**src/rtl/alu_logic_dispatch.sv**
```systemverilog
// alu_logic_dispatch: 2-entry op FIFO feeding a registered logical unit, results returned over valid/ready
module alu_logic_dispatch #(
  parameter int N = 4,
  parameter int M = 4
) (
  input  logic         clk,
  input  logic         rst,
  input  logic         in_valid,
  output logic         in_ready,
  input  logic [M-1:0] in_opcode,
  input  logic [N-1:0] in_a,
  input  logic [N-1:0] in_b,
  output logic [N-1:0] lu_a,
  output logic [N-1:0] lu_b,
  output logic [M-2:0] lu_instr,
  input  logic [N-1:0] lu_result,
  output logic         out_valid,
  input  logic         out_ready,
  output logic [N-1:0] out_data,
  output logic         out_zero,
  output logic         out_err
);
  typedef enum logic [1:0] {IDLE, DRIVE, CAPTURE, HOLD} state_t;
  state_t state, state_nx;
  logic [M+2*N-1:0] mem [2];
  logic [M+2*N-1:0] head;
  logic wp, rp, push, pop, capture;
  logic [1:0] cnt, cnt_nx;
  logic [N-1:0] held_a, res;
  logic held_err;
  assign push = in_valid & in_ready;
  assign cnt_nx = cnt + {1'b0, push} - {1'b0, pop};
  assign head = mem[rp];
  assign res = held_err ? held_a : lu_result;
  // next state; pop the head whenever the FSM starts a new op
  always_comb begin
    state_nx = state;
    pop = 1'b0;
    capture = 1'b0;
    case (state)
      IDLE: begin
        pop = cnt != 2'd0;
        state_nx = pop ? DRIVE : IDLE;
      end
      DRIVE: state_nx = CAPTURE;
      CAPTURE: begin
        capture = 1'b1;
        state_nx = HOLD;
      end
      default: begin
        pop = out_ready && cnt != 2'd0;
        state_nx = out_ready ? (pop ? DRIVE : IDLE) : HOLD;
      end
    endcase
  end
  // FIFO payload storage, no reset needed since occupancy gates every read
  always_ff @(posedge clk) begin
    if (push) mem[wp] <= {in_opcode, in_a, in_b};
  end
  // FIFO pointers, occupancy and registered ready derived from next occupancy
  always_ff @(posedge clk) begin
    if (rst) begin
      wp <= 1'b0;
      rp <= 1'b0;
      cnt <= 2'd0;
      in_ready <= 1'b0;
    end else begin
      wp <= wp ^ push;
      rp <= rp ^ pop;
      cnt <= cnt_nx;
      in_ready <= cnt_nx != 2'd2;
    end
  end
  // FSM state, logical-unit drive registers and downstream result registers
  always_ff @(posedge clk) begin
    if (rst) begin
      state <= IDLE;
      lu_a <= '0;
      lu_b <= '0;
      lu_instr <= '0;
      held_a <= '0;
      held_err <= 1'b0;
      out_valid <= 1'b0;
      out_data <= '0;
      out_zero <= 1'b0;
      out_err <= 1'b0;
    end else begin
      state <= state_nx;
      if (pop) begin
        lu_a <= head[2*N-1:N];
        lu_b <= head[N-1:0];
        lu_instr <= head[M+2*N-2:2*N];
        held_a <= head[2*N-1:N];
        held_err <= head[M+2*N-1];
      end
      if (capture) begin
        out_data <= res;
        out_zero <= ~|res;
        out_err <= held_err;
        out_valid <= 1'b1;
      end else if (state == HOLD && out_ready) begin
        out_valid <= 1'b0;
      end
    end
  end
endmodule

```
**config.mk**
```make
export PLATFORM = sky130hd
export DESIGN_NAME = alu_logic_dispatch
export DESIGN_NICKNAME = d
export VERILOG_FILES = /design/src/rtl/alu_logic_dispatch.sv
export SDC_FILE = /design/constraint.sdc
export NUM_CORES = 1
export LEC_CHECK = 0
export CAP_MARGIN = 40
export CORE_UTILIZATION = 51
export CTS_CLUSTER_DIAMETER = 80
export CTS_CLUSTER_SIZE = 16
export DETAILED_ROUTE_END_ITERATION = 7
export PLACE_DENSITY = 0.79
export SYNTH_ARGS = -nofsm -noshare
export SYNTH_HDL_FRONTEND = slang
export SYNTH_SLANG_ARGS = --single-unit
```
**constraint.sdc**
```tcl
create_clock -name clk -period 2.6 [get_ports clk]
set_input_delay 0.52 -clock clk [delete_from_list [all_inputs] [get_ports clk]]
set_output_delay 0.52 -clock clk [all_outputs]
set_load 0.01 [all_outputs]
```
==> impl_metrics.yaml, run 1 <==
run_status:
  status: "finished, final reports clean"
place:
  portBuffers: 38
  dp_hpwl_mm: 2.67
  pre_cts_ws_ns: 0.0233
  gp_congestion: 0.778
routing:
  dr.first_iter.drc_count: 77
  drt_first_pass_iters: 4
  wl_per_cell_um: 15.6
  ant_nets: 0
  wl_mm: 3.78
  viasPerCell: 5.47
  drc: 0
  dr_total_vias: 1329
critical_path:
  crit_slowest_cell: "dfxtp_1"
  crit_path_cell_trace: "ha_1 > mux2_4 > and2_4 > ha_1 > inv_1 > ha_1 > xnor2_1 > xnor2_1 > a21oi_1"
  arrival_ns: 2.47
  worstPathMaxFanout: 4
  rr_startpoint: "state[1]$_SDFF_PP0_"
  r2r_setup_slack_ns: 0.28
  critPathLaunchType: "register"
  r2r-end: "in_ready$_SDFF_PP0_"
  rr_worst_depth: 9
  cp_slowest_stage_delay_ns: 0.40
  cp.required_ns: 2.76
  cpMostUsedCell: "ha_1"
  path_class: "reg -> reg"
  endpoint_kind: "register"
global_route:
  grt_pass1_vias: 1333
  antenna_found_initial: 0
  grt_overflow: 0
  grt_max_degree: 22
  grtUsageTotal_pct: 20.9
  grt_pass1_wl_mm: 6.37
pwr:
  p_leak_uw: 0.000887
  p_per_area_mw_per_mm2: 1080
  vdd_drop_max_mv: 0.575
synth:
  syn-num-nets: 183
  synth_top_family_by_area: "compound AO/OA/AOI/OAI gates"
  synth_xor_area_share_pct: 0.869
  synth_area_mm2: 0.00202
  synthAdderAreaFrac_pct: 4.97
  yosys.area_share.simple_pct: 5.65
  synth.yosys.seq_area_share_pct: 61.6
  yosys_warnings: 0
  synthArstFlopShare_pct: 0
  avgSynthCellArea_um2: 13.0
  synth-edff-count: 24
  ys.flop_type: "dfxtp_1"
  muxShareOfSynthArea_pct: 9.68
  syn_inst: 155
  ys_types: 27
  synth_compound_area_share_pct: 12.7
  synth-seq-cells: 50
clock_tree:
  clk_pin_slew_ns: 0.08
  ctsHoldBuffers: 0
  cts-resized-gates: 0
  cts-root-buf: "clkbuf_8"
  cts_tree: "built"
  htreeDepth: 2
  cts_setup_buffers: 0
  clockBufferDepth: 2
  cts_made_buffers: 5
  insertion_delay_ns: 0.30
  cts_sinks: 50
floorplan:
  fp.dieH_um: 64.9
  rows: 22
  io_pins: 39
  die_x_um: 64.9
  die_area_mm2: 0.00421
  start_util_pct: 54.2
  core_region_area_mm2: 0.00372
timing:
  rsz0062_at_grt: "false"
  setup_tns_ns: 0
  min_period_over_period_pct: 89.1
  period_needed_ns: 2.32
  max_freq_ghz: 0.432
  final_hold_viol_count: 0
  setup_viol: 0
  drv_slew: 0
  worstMarginPinSlew_ns: 0.777
  relSlewSlack_pct: 48.1
  setup_slack_ns: 0.283
  skew_ns: 0.00333
  whs_ns: 0.484
min_path:
  whs_endpoint: "out_zero$_SDFFE_PP0P_"
  min_from: "out_zero$_SDFFE_PP0P_"
  hold_class: "reg -> reg"
  whs_path_depth: 2
final_layout:
  final_nets: 222
  drive_gt1_share_pct: 11.8
  diodes: 0
  final_util_pct: 68.0
  area_growth_pct: 25.3
run:
  max-cap-violations: 0
## layer usage
metal	GRT usage, %	wire, µm	vias to the layer above
met3	4.93	198	10
li1	-	-	637
met4	8.33	70	0
met1	23.5	1500	641
met2	37.6	2010	41
met5	0	0	-
## cells in the final DEF, fill, tap and decap left out, types with 2 or more instances in the layout
cell / Yosys / layout
xnor2_1: 2 / 2
nor2_1: 11 / 11
edfxtp_1: 24 / 24
inv_1: 7 / 7
a211oi_2: 8 / 8
buf_4: 0 / 6
clkdlybuf4s50_1: 0 / 38
a211oi_1: 9 / 9
a21oi_1: 15 / 15
ha_1: 8 / 8
nand2b_1: 2 / 2
dfxtp_1: 26 / 26
nand2_1: 2 / 2
mux2i_1: 18 / 18
clkbuf_8: 0 / 6
## worst max-delay path: cells and delay by family (launching register included)
family,cells,cell delay (ns)
adder cells (fa/ha/maj),3,0.75
flip-flops,1,0.40
XOR/XNOR,2,0.39
multiplexers,1,0.33
AND/OR/NAND/NOR,1,0.16
AO/OA/AOI/OAI,1,0.11
buffers and inverters,1,0.04
## cells in the mapped netlist (2+ instances only)
cell type   n  area share, %
a211oi_1    9            3.4
a211oi_2    8            5.0
a21oi_1    15            3.7
buf_1       2           0.37
buf_2       5            1.2
buf_6       2            1.1
clkbuf_1    3           0.56
dfxtp_1    26             26
edfxtp_1   24             36
ha_1        8            5.0
inv_1       7            1.3
mux2i_1    18            8.9
nand2_1     2           0.37
nand2b_1    2           0.62
nor2_1     11            2.0
xnor2_1     2           0.87
## state kept, by name, indices dropped and copies added, names as in the netlist
| name | count |
|---|---|
| cnt | 2 |
| held_a | 4 |
| held_err | 1 |
| in_ready | 1 |
| lu_b | 4 |
| lu_instr | 3 |
| mem | 24 |
| out_data | 4 |
| out_err | 1 |
| out_valid | 1 |
| out_zero | 1 |
| rp | 1 |
| state | 2 |
| wp | 1 |
## logic make-up (layout without fill, tap and decap cells)
group,count (synthesis),in the layout
compound gates,34,34
xor+xnor,2,2
fa+ha+maj,8,8
mux,19,19
buf+inv,19,59
simple gates,23,23
flops,50,50
## final cells by class
cell class / count / area, µm²
Tap cell: 48 / 60.1
Multi-Input combinational cell: 86 / 682
Clock buffer: 7 / 86.3
Timing Repair Buffer: 44 / 425
Fill cell: 277 / 1190
Inverter: 7 / 26.3
Sequential cell: 50 / 1240
Clock inverter: 1 / 5.00
## per-stage QoR
stage                     instance area (µm²)  std cells  power (µW)
after floorplan                          2020        155        1910
after global placement                   2430        235        2240
final                                    2530        243        2740
after detailed placement                 2430        235        2310
after CTS                                2530        243        2760
after global routing                     2530        243        2920
## how the worst max path moves through the flow
stage                        startpoint             endpoint  slack [ns]  cells after the start
floorplan           state[1]$_SDFF_PP0_  in_ready$_SDFF_PP0_        0.28                     11
global placement              out_ready  in_ready$_SDFF_PP0_        0.15                      9
detailed placement            out_ready  in_ready$_SDFF_PP0_        0.02                      9
CTS                 state[1]$_SDFF_PP0_  in_ready$_SDFF_PP0_        0.28                      9
global route        state[1]$_SDFF_PP0_  in_ready$_SDFF_PP0_        0.14                      9
finish              state[1]$_SDFF_PP0_  in_ready$_SDFF_PP0_        0.28                      9
## power breakdown
part           leakage (µW)  internal [µW]  switching [µW]  total, µW
registers          0.000433           1030             171       1200
logic              0.000405            556             529       1090
clock network     0.0000482            215             237        451
total              0.000887           1800             936       2740
No activity file was read; power rests on OpenSTA's default activity.
==> run 2: changes to the inputs <==
--- a/config.mk
+++ b/config.mk
@@ -6,11 +6,13 @@
 export NUM_CORES = 1
 export LEC_CHECK = 0
 export CAP_MARGIN = 40
-export CORE_UTILIZATION = 51
+export CORE_UTILIZATION = 55
 export CTS_CLUSTER_DIAMETER = 80
 export CTS_CLUSTER_SIZE = 16
 export DETAILED_ROUTE_END_ITERATION = 7
-export PLACE_DENSITY = 0.79
+export DONT_BUFFER_PORTS = 1
+export GPL_ROUTABILITY_DRIVEN = 0
+export PLACE_DENSITY = 0.7
 export SYNTH_ARGS = -nofsm -noshare
 export SYNTH_HDL_FRONTEND = slang
 export SYNTH_SLANG_ARGS = --single-unit
==> constraint.sdc (replaced) <==
create_clock -name clk -period 2.6 [get_ports clk]
set_input_delay 0.65 -clock clk [delete_from_list [all_inputs] [get_ports clk]]
set_output_delay 0.65 -clock clk [all_outputs]
set_load 0.01 [all_outputs]
==> run 2 against run 1 <==
Non-clock buffer count decreased by 44. Sequential power grew 6%. Maximum frequency fell by 2.4%. First-iteration DRC count decreased by 52%. Largest power group unchanged. Highest routed layer unchanged.
==> impl_metrics.yaml, run 2 (synthesis gave the netlist of run 1 again) <==
floorplan:
  die_x_um: 62.5
  start_util_pct: 59.0
  io_pins: 39
  fp.dieH_um: 62.5
  core_region_area_mm2: 0.00342
  rows: 21
  die_area_mm2: 0.00391
timing:
  setup_slack_ns: 0.226
  final_hold_viol_count: 0
  worstMarginPinSlew_ns: 0.760
  setup_viol: 0
  max_freq_ghz: 0.421
  skew_ns: 0.0192
  period_needed_ns: 2.37
  min_period_over_period_pct: 91.3
  rsz0062_at_grt: "false"
  relSlewSlack_pct: 49.2
  drv_slew: 0
  setup_tns_ns: 0
clock_tree:
  htreeDepth: 2
  ctsHoldBuffers: 0
  clockBufferDepth: 2
  cts-resized-gates: 0
  cts_tree: "built"
  clk_pin_slew_ns: 0.14
  cts_setup_buffers: 0
  insertion_delay_ns: 0.37
  cts_made_buffers: 5
  cts_sinks: 50
  cts-root-buf: "clkbuf_4"
pwr:
  clockPowerShare_pct: 14.2
  cell_internal_pwr_uw: 1460
  total_power_uw: 2320
  seqPwrFrac_pct: 54.7
  p_leak_uw: 0.000692
  combPwrFrac_pct: 31.1
  swShare_pct: 36.9
  p_per_area_mw_per_mm2: 1130
  p_sw_uw: 856
  vdd_drop_max_mv: 0.516
critical_path:
  arrival_ns: 2.63
  crit_slowest_cell: "dfxtp_1"
  rr_worst_depth: 9
  critPathLaunchType: "register"
  cp.required_ns: 2.85
  endpoint_kind: "register"
  cp_slowest_stage_delay_ns: 0.40
  path_class: "reg -> reg"
  cpMostUsedCell: "ha_1"
  worstPathMaxFanout: 14
  crit_path_cell_trace: "ha_1 > mux2_4 > and2_4 > ha_1 > inv_1 > ha_1 > xnor2_1 > xnor2_1 > a21oi_1"
final_layout:
  fillers: 281
  seq_area_mm2: 0.00124
  multiInputGateArea_um2: 682
  diodes: 0
  drive_gt1_share_pct: 10.6
  area_growth_pct: 2.17
  top_register: "mem"
  instances_no_fill: 197
  final_nets: 178
  postLayoutCellArea_mm2: 0.00206
  final_cell_mix: "26 x dfxtp_1, 24 x edfxtp_1, 18 x mux2i_1"
  largest_reg_flops: 24
  final_common_cell: "dfxtp_1"
global_route:
  grt_pass1_wl_mm: 5.33
  grt_overflow: 0
  grt_max_degree: 28
  grt_pass1_vias: 1074
  grtUsageTotal_pct: 18.5
  antenna_found_initial: 0
routing:
  drc: 0
  wl_per_cell_um: 16.5
  ant_nets: 0
  drt_first_pass_iters: 4
  dr.first_iter.drc_count: 37
  viasPerCell: 5.53
  dr_total_vias: 1090
  wl_mm: 3.26
run:
  max-cap-violations: 0
place:
  placed_area_mm2: 0.00201
  portBuffers: 0
  dp_cells: 189
  dp_hpwl_mm: 2.28
  pre_cts_ws_ns: 0.236
min_path:
  hold_class: "in -> reg"
  whs_path_depth: 1
run_status:
  status: "finished, final reports clean"
## run 2: through the flow
stage / util (%) / hold slack [ns]
5_1_grt: 60.3 / 0.299
4_1_cts: 60.3 / 0.309
6_report: 60.3 / 0.327
2_1_floorplan: - / 0.489
3_3_place_gp: 58.8 / 0.506
3_5_place_dp: 58.8 / 0.530
## run 2: layout make-up
cell class / count / share of cell area, %
tap: 46 / 2.79
sequential: 50 / 60.3
clock inverter: 1 / 0.365
inverter: 7 / 1.28
multi-input combinational: 86 / 33.1
clock buffer: 7 / 2.19
## run 2: power by group through the flow
stage          Sequential (µW)  Combinational [µW]  Clock (µW)
6_report                  1270                 721         330
5_1_grt                   1300                 810         367
4_1_cts                   1270                 729         342
3_5_place_dp              1290                 726           0
3_3_place_gp              1280                 681           0
2_1_floorplan             1180                 725           0
## run 2: final timing paths
kind,start,to,slack (ns)
worst max-delay path,state[1]$_SDFF_PP0_,in_ready$_SDFF_PP0_,0.23
worst min-delay path,rst,held_a[0]$_SDFFE_PP0N_,0.33
worst max register to register,state[1]$_SDFF_PP0_,in_ready$_SDFF_PP0_,0.23
worst min register to register,out_zero$_SDFFE_PP0P_,out_zero$_SDFFE_PP0P_,0.54
## run 2: critical path, delay by kind of cell, from the launching register on
kind                     cells  cell delay, ns
buffers and inverters        1            0.04
adder cells (fa/ha/maj)      3            0.76
multiplexers                 1            0.40
AO/OA/AOI/OAI                1            0.09
XOR/XNOR                     2            0.32
AND/OR/NAND/NOR              1            0.26
flip-flops                   1            0.40
## run 2: metal layers
metal / GRT usage (%) / routed length (µm) / vias up
li1: - / - / 547
met1: 20.3 / 1340 / 508
met2: 31.8 / 1660 / 29
met3: 7.12 / 198 / 6
met4: 7.85 / 59 / 0
met5: 0 / 0 / -
